File: config.mk
export PLATFORM = sky130hd
export DESIGN_NAME = gen_senales
export DESIGN_NICKNAME = d
export VERILOG_FILES = /design/src/rtl/gen_senales_pkg.sv /design/src/rtl/gen_senales_phase.sv /design/src/rtl/gen_senales.sv
export SDC_FILE = /design/constraint.sdc
export NUM_CORES = 1
export LEC_CHECK = 0
export CAP_MARGIN = 25
export CORE_UTILIZATION = 31
export DETAILED_ROUTE_END_ITERATION = 12
export GPL_TIMING_DRIVEN = 0
export PLACE_DENSITY = 0.74
export SKIP_LAST_GASP = 1
export SLEW_MARGIN = 20
export SYNTH_ARGS = -nofsm -noshare
export SYNTH_HDL_FRONTEND = slang
export SYNTH_SLANG_ARGS = --single-unit
File: constraint.sdc
create_clock -name reloj -period 2 [get_ports reloj]
set_clock_uncertainty 0.05 [all_clocks]
set_input_delay 0.4 -clock reloj [delete_from_list [all_inputs] [get_ports reloj]]
set_output_delay 0.4 -clock reloj [all_outputs]
set_load 0.01 [all_outputs]
File: src/rtl/gen_senales_pkg.sv
// Shared constants for the RTC bus-timing generator: port ids, command codes
// and the cont_32 phase boundaries of one 32-cycle transaction frame.
package gen_senales_pkg;

    localparam logic [7:0] CMD_PORT_ID = 8'h10;
    localparam logic [7:0] CFG_PORT_ID = 8'h11;
    localparam logic [7:0] ALM_PORT_ID = 8'h01;

    typedef enum logic [1:0] {
        CMD_READ       = 2'b00,
        CMD_WRITE      = 2'b01,
        CMD_STOP       = 2'b10,
        CMD_WRITE_ONCE = 2'b11
    } cmd_e;

    localparam logic [4:0] PH_CS_A_LO    = 5'd2;
    localparam logic [4:0] PH_WR_A_LO    = 5'd4;
    localparam logic [4:0] PH_WR_A_HI    = 5'd10;
    localparam logic [4:0] PH_CS_A_HI    = 5'd12;
    localparam logic [4:0] PH_DATA_BEGIN = 5'd16;
    localparam logic [4:0] PH_CS_D_LO    = 5'd18;
    localparam logic [4:0] PH_STB_D_LO   = 5'd20;
    localparam logic [4:0] PH_STB_D_HI   = 5'd26;
    localparam logic [4:0] PH_CS_D_HI    = 5'd28;
    localparam logic [4:0] PH_LAST       = 5'd31;

    function automatic logic in_range(input logic [4:0] v, input logic [4:0] lo,
                                      input logic [4:0] hi);
        return (v >= lo) && (v <= hi);
    endfunction

endpackage

File: src/rtl/gen_senales_phase.sv
// Combinational phase decode: maps a frame position and the latched mode to
// the bus strobes that will be registered for that position.
module gen_senales_phase
    import gen_senales_pkg::*;
(
    input  logic       active,
    input  logic [4:0] phase,
    input  logic       wr_mode,
    output logic       cs_n,
    output logic       rd_n,
    output logic       wr_n,
    output logic       a_d,
    output logic       le,
    output logic       sync,
    output logic       adv
);

    logic data_stb;

    always_comb begin
        cs_n     = 1'b1;
        rd_n     = 1'b1;
        wr_n     = 1'b1;
        a_d      = 1'b0;
        le       = 1'b0;
        sync     = 1'b0;
        adv      = 1'b0;
        data_stb = in_range(phase, PH_STB_D_LO, PH_STB_D_HI);
        if (active) begin
            a_d  = (phase >= PH_DATA_BEGIN);
            cs_n = !(in_range(phase, PH_CS_A_LO, PH_CS_A_HI) ||
                     in_range(phase, PH_CS_D_LO, PH_CS_D_HI));
            // address is always written; the data phase strobe depends on mode
            wr_n = !(in_range(phase, PH_WR_A_LO, PH_WR_A_HI) || (wr_mode && data_stb));
            rd_n = !(!wr_mode && data_stb);
            le   = !wr_mode && (phase == PH_STB_D_HI);
            sync = (phase == PH_LAST);
            adv  = (phase == PH_LAST);
        end
    end

endmodule

File: src/rtl/gen_senales.sv
// RTC bus-timing generator top: PicoBlaze registers, frame counter and control.
// Optional alarm-control register and act_crono logic under GEN_SENALES_ALARM_EN.
module gen_senales
    import gen_senales_pkg::*;
#(
    parameter logic [7:0] CMD_PORT = CMD_PORT_ID,
    parameter logic [7:0] CFG_PORT = CFG_PORT_ID,
    parameter logic [7:0] ALM_PORT = ALM_PORT_ID
) (
    input  logic        reloj,
    input  logic        resetM,
    input  logic [23:0] alarma,
    input  logic        en_01,
    input  logic [7:0]  out_port,
    input  logic [7:0]  port_id,
    output logic        act_crono,
    output logic        enable_cont_16,
    output logic        CS,
    output logic        RD,
    output logic        WR,
    output logic        A_D,
    output logic [4:0]  cont_32,
    output logic        enable_cont_32,
    output logic        LE,
    output logic        sync
);

    cmd_e       cmd;
    logic       crono_en;
    logic       wr_mode;
    logic       boundary;
    logic       start_frame;
    logic       run_nxt;
    logic [4:0] cont_nxt;
    logic       wr_nxt;
    logic       cs_nxt, rd_nxt, wr_n_nxt, a_d_nxt, le_nxt, sync_nxt, adv_nxt;
    logic       unused_bits;

    assign boundary    = !enable_cont_32 || (cont_32 == PH_LAST);
    assign start_frame = boundary && (cmd != CMD_STOP);

    always_comb begin
        run_nxt  = enable_cont_32;
        cont_nxt = cont_32 + 5'd1;
        wr_nxt   = wr_mode;
        if (boundary) begin
            run_nxt  = start_frame;
            cont_nxt = '0;
            if (start_frame) begin
                wr_nxt = (cmd == CMD_WRITE) || (cmd == CMD_WRITE_ONCE);
            end
        end
    end

    // Decoding the next position lets every strobe line up with cont_32.
    gen_senales_phase u_phase (
        .active  (run_nxt),
        .phase   (cont_nxt),
        .wr_mode (wr_nxt),
        .cs_n    (cs_nxt),
        .rd_n    (rd_nxt),
        .wr_n    (wr_n_nxt),
        .a_d     (a_d_nxt),
        .le      (le_nxt),
        .sync    (sync_nxt),
        .adv     (adv_nxt)
    );

    always_ff @(posedge reloj or negedge resetM) begin
        if (!resetM) begin
            cmd            <= CMD_STOP;
            crono_en       <= 1'b0;
            wr_mode        <= 1'b0;
            cont_32        <= '0;
            enable_cont_32 <= 1'b0;
            CS             <= 1'b1;
            RD             <= 1'b1;
            WR             <= 1'b1;
            A_D            <= 1'b0;
            LE             <= 1'b0;
            sync           <= 1'b0;
            enable_cont_16 <= 1'b0;
        end else begin
            cont_32        <= cont_nxt;
            enable_cont_32 <= run_nxt;
            wr_mode        <= wr_nxt;
            CS             <= cs_nxt;
            RD             <= rd_nxt;
            WR             <= wr_n_nxt;
            A_D            <= a_d_nxt;
            LE             <= le_nxt;
            sync           <= sync_nxt;
            enable_cont_16 <= adv_nxt;
            // a single write frame parks the command once it has been consumed
            if (start_frame && (cmd == CMD_WRITE_ONCE)) begin
                cmd <= CMD_STOP;
            end
            if (en_01 && (port_id == CMD_PORT)) begin
                cmd <= cmd_e'(out_port[1:0]);
            end
            if (en_01 && (port_id == CFG_PORT)) begin
                crono_en <= out_port[0];
            end
        end
    end

`ifdef GEN_SENALES_ALARM_EN
    logic [1:0] alm;

    always_ff @(posedge reloj or negedge resetM) begin
        if (!resetM) begin
            alm       <= 2'b00;
            act_crono <= 1'b0;
        end else begin
            act_crono <= crono_en && alm[1] && !alm[0] && (alarma != 24'd0);
            if (en_01 && (port_id == ALM_PORT)) begin
                alm <= out_port[1:0];
            end
        end
    end

    assign unused_bits = ^out_port[7:2];
`else
    assign act_crono   = 1'b0;
    assign unused_bits = ^{out_port[7:2], alarma, crono_en, ALM_PORT};
`endif

endmodule

======== Yosys cells after proc, flatten, opt, wreduce, memory -nomap -nowiden ========
Cells that the tools add are included.
storage, ports and cells
  logic and storage cells ................. 59
  output and inout port bits .............. 14
  bits in registers ....................... 15
operators by class
  add/subtract/negate cells ............... 1
  equal/unequal tests ..................... 7
  reduce and logical (&&, ||, !) cells .... 20
  multiplexer cells ....................... 12
  order comparisons ....................... 9
operator list
  cell                   count
  $eq A5 B5 Y1 const B   3
  $ge A5 B5 Y1 const B   3
  $le A5 B4 Y1 const B   2
  $le A5 B5 Y1 const B   2
  $logic_and A1 B1 Y1    10
  $mux W1                9
  $eq A8 B5 Y1 const B   1
  $add A5 B1 Y5 const B  1
  $ge A5 B2 Y1 const B   1
  $ge A5 B3 Y1 const B   1
  $logic_not A1 Y1       5
  $mux W5                1
  $logic_or A1 B1 Y1     4
  $mux W2                2
  $eq A2 B1 Y1 const B   1
  $eq A2 B2 Y1 const B   1
  $ne A2 B2 Y1 const B   1
  $reduce_bool A2 Y1     1

======== Longest topological paths before layout ========
  word-level depth ........................ 9
  depth in mapped cells ................... 7

======== Hierarchy ========
A second synthesis with hierarchy kept.
second synthesis, totals
  cells, all modules ...................... 56
  area, all modules ....................... 698.2 um^2
modules (own cells, without submodules)
  module             area an instance (um^2)  cells an instance  instances
  gen_senales        585.6                    41                 1
  gen_senales_phase  112.6                    15                 1

======== Least setup slack after synthesis ========
No wires, ideal clock.
  path type ............................... reg-to-reg
  from .................................... reg cont_32[0]
  to ...................................... reg sync
  data required time ...................... 1.849 ns
  path buffers ............................ 0
  clock period less this slack ............ 1.853 ns
  path slack .............................. 0.147 ns
  library setup time ...................... 0.101 ns
  arrival time ............................ 1.702 ns
  cell stages (with the launch flop) ...... 8
  path through ............................ dfrtp_1 -> ha_1 -> and3_2 -> ha_1 -> and2b_1 -> and2_1 -> nand2_1 -> nor4_1
between the ends
  word-level cells in the longest chain between the ends .. 5
  elaborated cells on any way between the ends .. 8
RTL lines
  item                                                   RTL line           RTL
  from (decl)                                            gen_senales.sv:22  output logic [4:0] cont_32,
  from (signal assigned)                                 gen_senales.sv:84  cont_32 <= cont_nxt;
  branches (longest 2 deep; another with $add A5 B1 Y5)  --
  $mux W5 (*)                                            gen_senales.sv:46  if (boundary) begin
  via cont_nxt[4]                                        gen_senales.sv:34  logic [4:0] cont_nxt;
  $eq A5 B5 Y1 (*)                                       --
  $mux W1 (*)                                            --
  via adv_nxt                                            gen_senales.sv:36  logic cs_nxt, rd_nxt, wr_n_nxt, a_d_nxt, le_nxt, sync_nxt, adv_nxt;
  to (signal assigned)                                   gen_senales.sv:92  sync <= sync_nxt;
  to (decl)                                              gen_senales.sv:25  output logic sync
Mark *: on every way through the listed nets, which the timed path passes.
A chain may end at the register's enable or synchronous reset.

======== Worst setup path after layout ========
  from .................................... reg cont_32[0]
  to ...................................... reg LE
between the ends
  elaborated cells on any way between the ends .. 12
RTL lines
  item                                                   RTL line                 RTL
  branches (longest 2 deep; another with $add A5 B1 Y5)  --
  $mux W5 (*)                                            gen_senales.sv:46
  via cont_nxt[4]                                        gen_senales.sv:34
  $eq A5 B5 Y1 (*)                                       gen_senales_phase.sv:36  le = !wr_mode && (phase == PH_STB_D_HI);
  $logic_and A1 B1 Y1 (*)                                gen_senales_phase.sv:36
  $mux W1 (*)                                            gen_senales_phase.sv:29  if (active) begin
  via le_nxt                                             gen_senales.sv:36
  to (signal assigned)                                   gen_senales.sv:91        LE <= le_nxt;
  to (decl)                                              gen_senales.sv:24        output logic LE,
Marked as above.

==> metrics.cfg <==
[layout]
num-fill-cells=186
fin_area_mm2=0.00101
final_common_cell=clkdlybuf4s50_1
post-route-util_pct=50.5
n_antenna_cell=0
layout_common_cells=clkdlybuf4s50_1 (25), dfrtp_1 (10)
drive_above_1_share_pct=21.1
syn2layout_area_growth_pct=49.9
final_nets=136

[synth]
ys_seq_area_share_pct=56.4
synth_seq_cells=15
yosys_warnings=0
syn_nets=104
synth_area_um2=674
synth.distinct_cells=26
synth.avg_cell_area_um2=11.4
syn_inst=59

[critical_path]
cp-start-kind=flop
timing.critical_path.from=cont_32[0]$_DFF_PN0_
crit-reg2reg-launch=cont_32[0]$_DFF_PN0_
worstPathMaxFanout=6
crit_path_top_delay_cell=dfrtp_2
required_ps=2140
crit_arrival_ps=2000
critPathBufInv=0
path_cells=ha_2, and3_2, ha_1, and2b_2, and2_1, nand2_1, nor3_1
cp-end-kind=flop
cpPeakStageDelay_ps=420
path_class=flop to flop
critPathTopFamily=simple AND/OR/NAND/NOR gates

[job]
maxCapViolations=0

[routing]
wl_per_cell_um=10.4
viasPerCell=4.44
final_antenna_net_count=0
dr.pass1.iters=4
drt-initial-drc-count=5
vias=519
routed_wl_mm=1.22
drc=0

[grt]
grt_overflow=0
met1_usage_pct=14.7
grt_pass1_wl_mm=2.24
grtUsageMet2_pct=22.2
antenna_found_initial=0
top_usage_layer=met2
grt_use_total_pct=12.5
grt_pass1_vias=493
grt_max_degree=16
grt_util_met3_pct=3.77

[clock_tree]
clock_sinks=15
clk_path_buf_depth=2
cts-htree-levels=1
clkLatencyLatePin_ps=270
cts_buffers=3
path_clk_slew_ps=90
root_buffer=clkbuf_4
cts_hold_buffers=0
cts_tree=built

[sta]
hold_violations=0
setup_slack_ps=140
post-route-period-util_pct=93.0
fmax_mhz=538
final-setup-viol-count=0
worst_hold_slack_ps=447
post-route-min-period_ps=1860
drv_slew=0
relSlewSlack_pct=57.7
tightest_slew_ps=632
rsz0062_at_grt=no

[placement]
place_area_um2=958
gp_congestion=0.798
place_ws_ps=-44.4
io_buffers=25

[pwr]
leakage_nw=0.425
powerDensity_mw_per_mm2=1110
vdd_drop_max_v=0.000458

[floorplan]
die_h_um=48.6
die_w_um=48.6
design.die.area_mm2=0.00237
io_pins=57
initial_utilization_pct=33.7
coreArea_mm2=0.00200
num_rows=16

[min_path]
hold_path_class=flop to flop
hp-start=cmd[0]$_DFFE_PN0P_

[status]
status=completed

## flip-flops by register name, indices dropped and copies added (netlist names)
name            count
CS                  1
cmd                 2
WR                  1
A_D                 1
wr_mode             1
sync                1
enable_cont_32      1
RD                  1
cont_32             5
LE                  1
## power by group
group	leakage (nW)	internal (W)	switching (W)
clock	0.0150	0.0000772	0.0000904
sequential	0.180	0.000408	0.0000563
combinational	0.230	0.000278	0.000216
## tightest hold or removal path: stages, from the launching register on
cell,delay (ps)
dfrtp_1,370
nand2_1,50
nand2_1,50
## synth_stat cells (all sizes together)
cell / n / share of area [%]
or2: 1 / 0.93
nand2b: 2 / 1.9
nor4: 1 / 0.93
nand4b: 1 / 1.3
dfstp: 4 / 16
and2: 3 / 2.8
o311ai: 1 / 1.3
xnor2: 2 / 2.6
and2b: 1 / 1.1
inv: 2 / 1.1
xor2: 2 / 2.6
nand3b: 3 / 3.3
o21ai: 2 / 1.5
nor3: 2 / 1.5
buf: 2 / 2.2
nand3: 3 / 2.2
and3: 1 / 1.1
ha: 2 / 3.7
nor4b: 1 / 2.2
mux2: 1 / 2.2
nor2: 4 / 2.2
nand2: 4 / 2.2
dfrtp: 11 / 41
a21boi: 1 / 1.1
a31oi: 1 / 0.93
conb: 1 / 0.56
## cell type report
cell class	instances	area, um^2	area share, %
flip-flops and latches	15	382	37.7
well taps	27	33.8	3.34
plain buffers	2	15.0	1.49
repair buffers	27	265	26.2
clock buffers	4	26.3	2.60
inverters	2	7.51	0.743
multi-input cells	40	282	27.8
## final timing paths
check / end / slack, ps / cells after the start
min in group asynchronous: sync$_DFF_PN0_ / 460 / 1
worst min-delay path: wr_mode$_DFF_PN0_ / 450 / 2
worst max-delay path: LE$_DFF_PN0_ / 140 / 7
max in group asynchronous: cont_32[0]$_DFF_PN0_ / 1000 / 1
worst max register to register: LE$_DFF_PN0_ / 140 / 7
worst min register to register: wr_mode$_DFF_PN0_ / 450 / 2
## through the flow
step | total power, W | instances | setup TNS [ps]
detailed placement | 0.000941 | 111 | -48.7
global route | 0.00120 | 117 | 0
CTS | 0.00112 | 116 | 0
floorplan | 0.000710 | 59 | 0
global placement | 0.000928 | 111 | -20.9
finish | 0.00113 | 117 | 0
## logic make-up (layout without fill, tap and decap cells)
| family | after synthesis | after routing | share of synthesized area (%) |
|---|---|---|---|
| XOR/XNOR | 4 | 4 | 5.20 |
| flip-flops | 15 | 15 | 56.4 |
| buffers and inverters | 4 | 35 | 3.34 |
| AND/OR/NAND/NOR | 27 | 27 | 23.7 |
| multiplexers | 1 | 1 | 2.23 |
| adder cells (fa/ha/maj) | 2 | 2 | 3.71 |
| AO/OA/AOI/OAI | 5 | 5 | 4.83 |
| other | 1 | 1 | 0.556 |
## what timing repair did
| action | in CTS | in global routing |
|---|---|---|
| gates resized for setup | 2 | 2 |
| setup buffers | 1 | 1 |
| setup endpoints to repair | 2 | 2 |
## metal layers
| layer | vias up | share of wire, % |
|---|---|---|
| li1 | 261 | - |
| met2 | 24 | 53 |
| met4 | 0 | 0 |
| met3 | 0 | 5.4 |
| met1 | 234 | 42 |
| met5 | - | 0 |
Power figures use the tool's default switching activity.
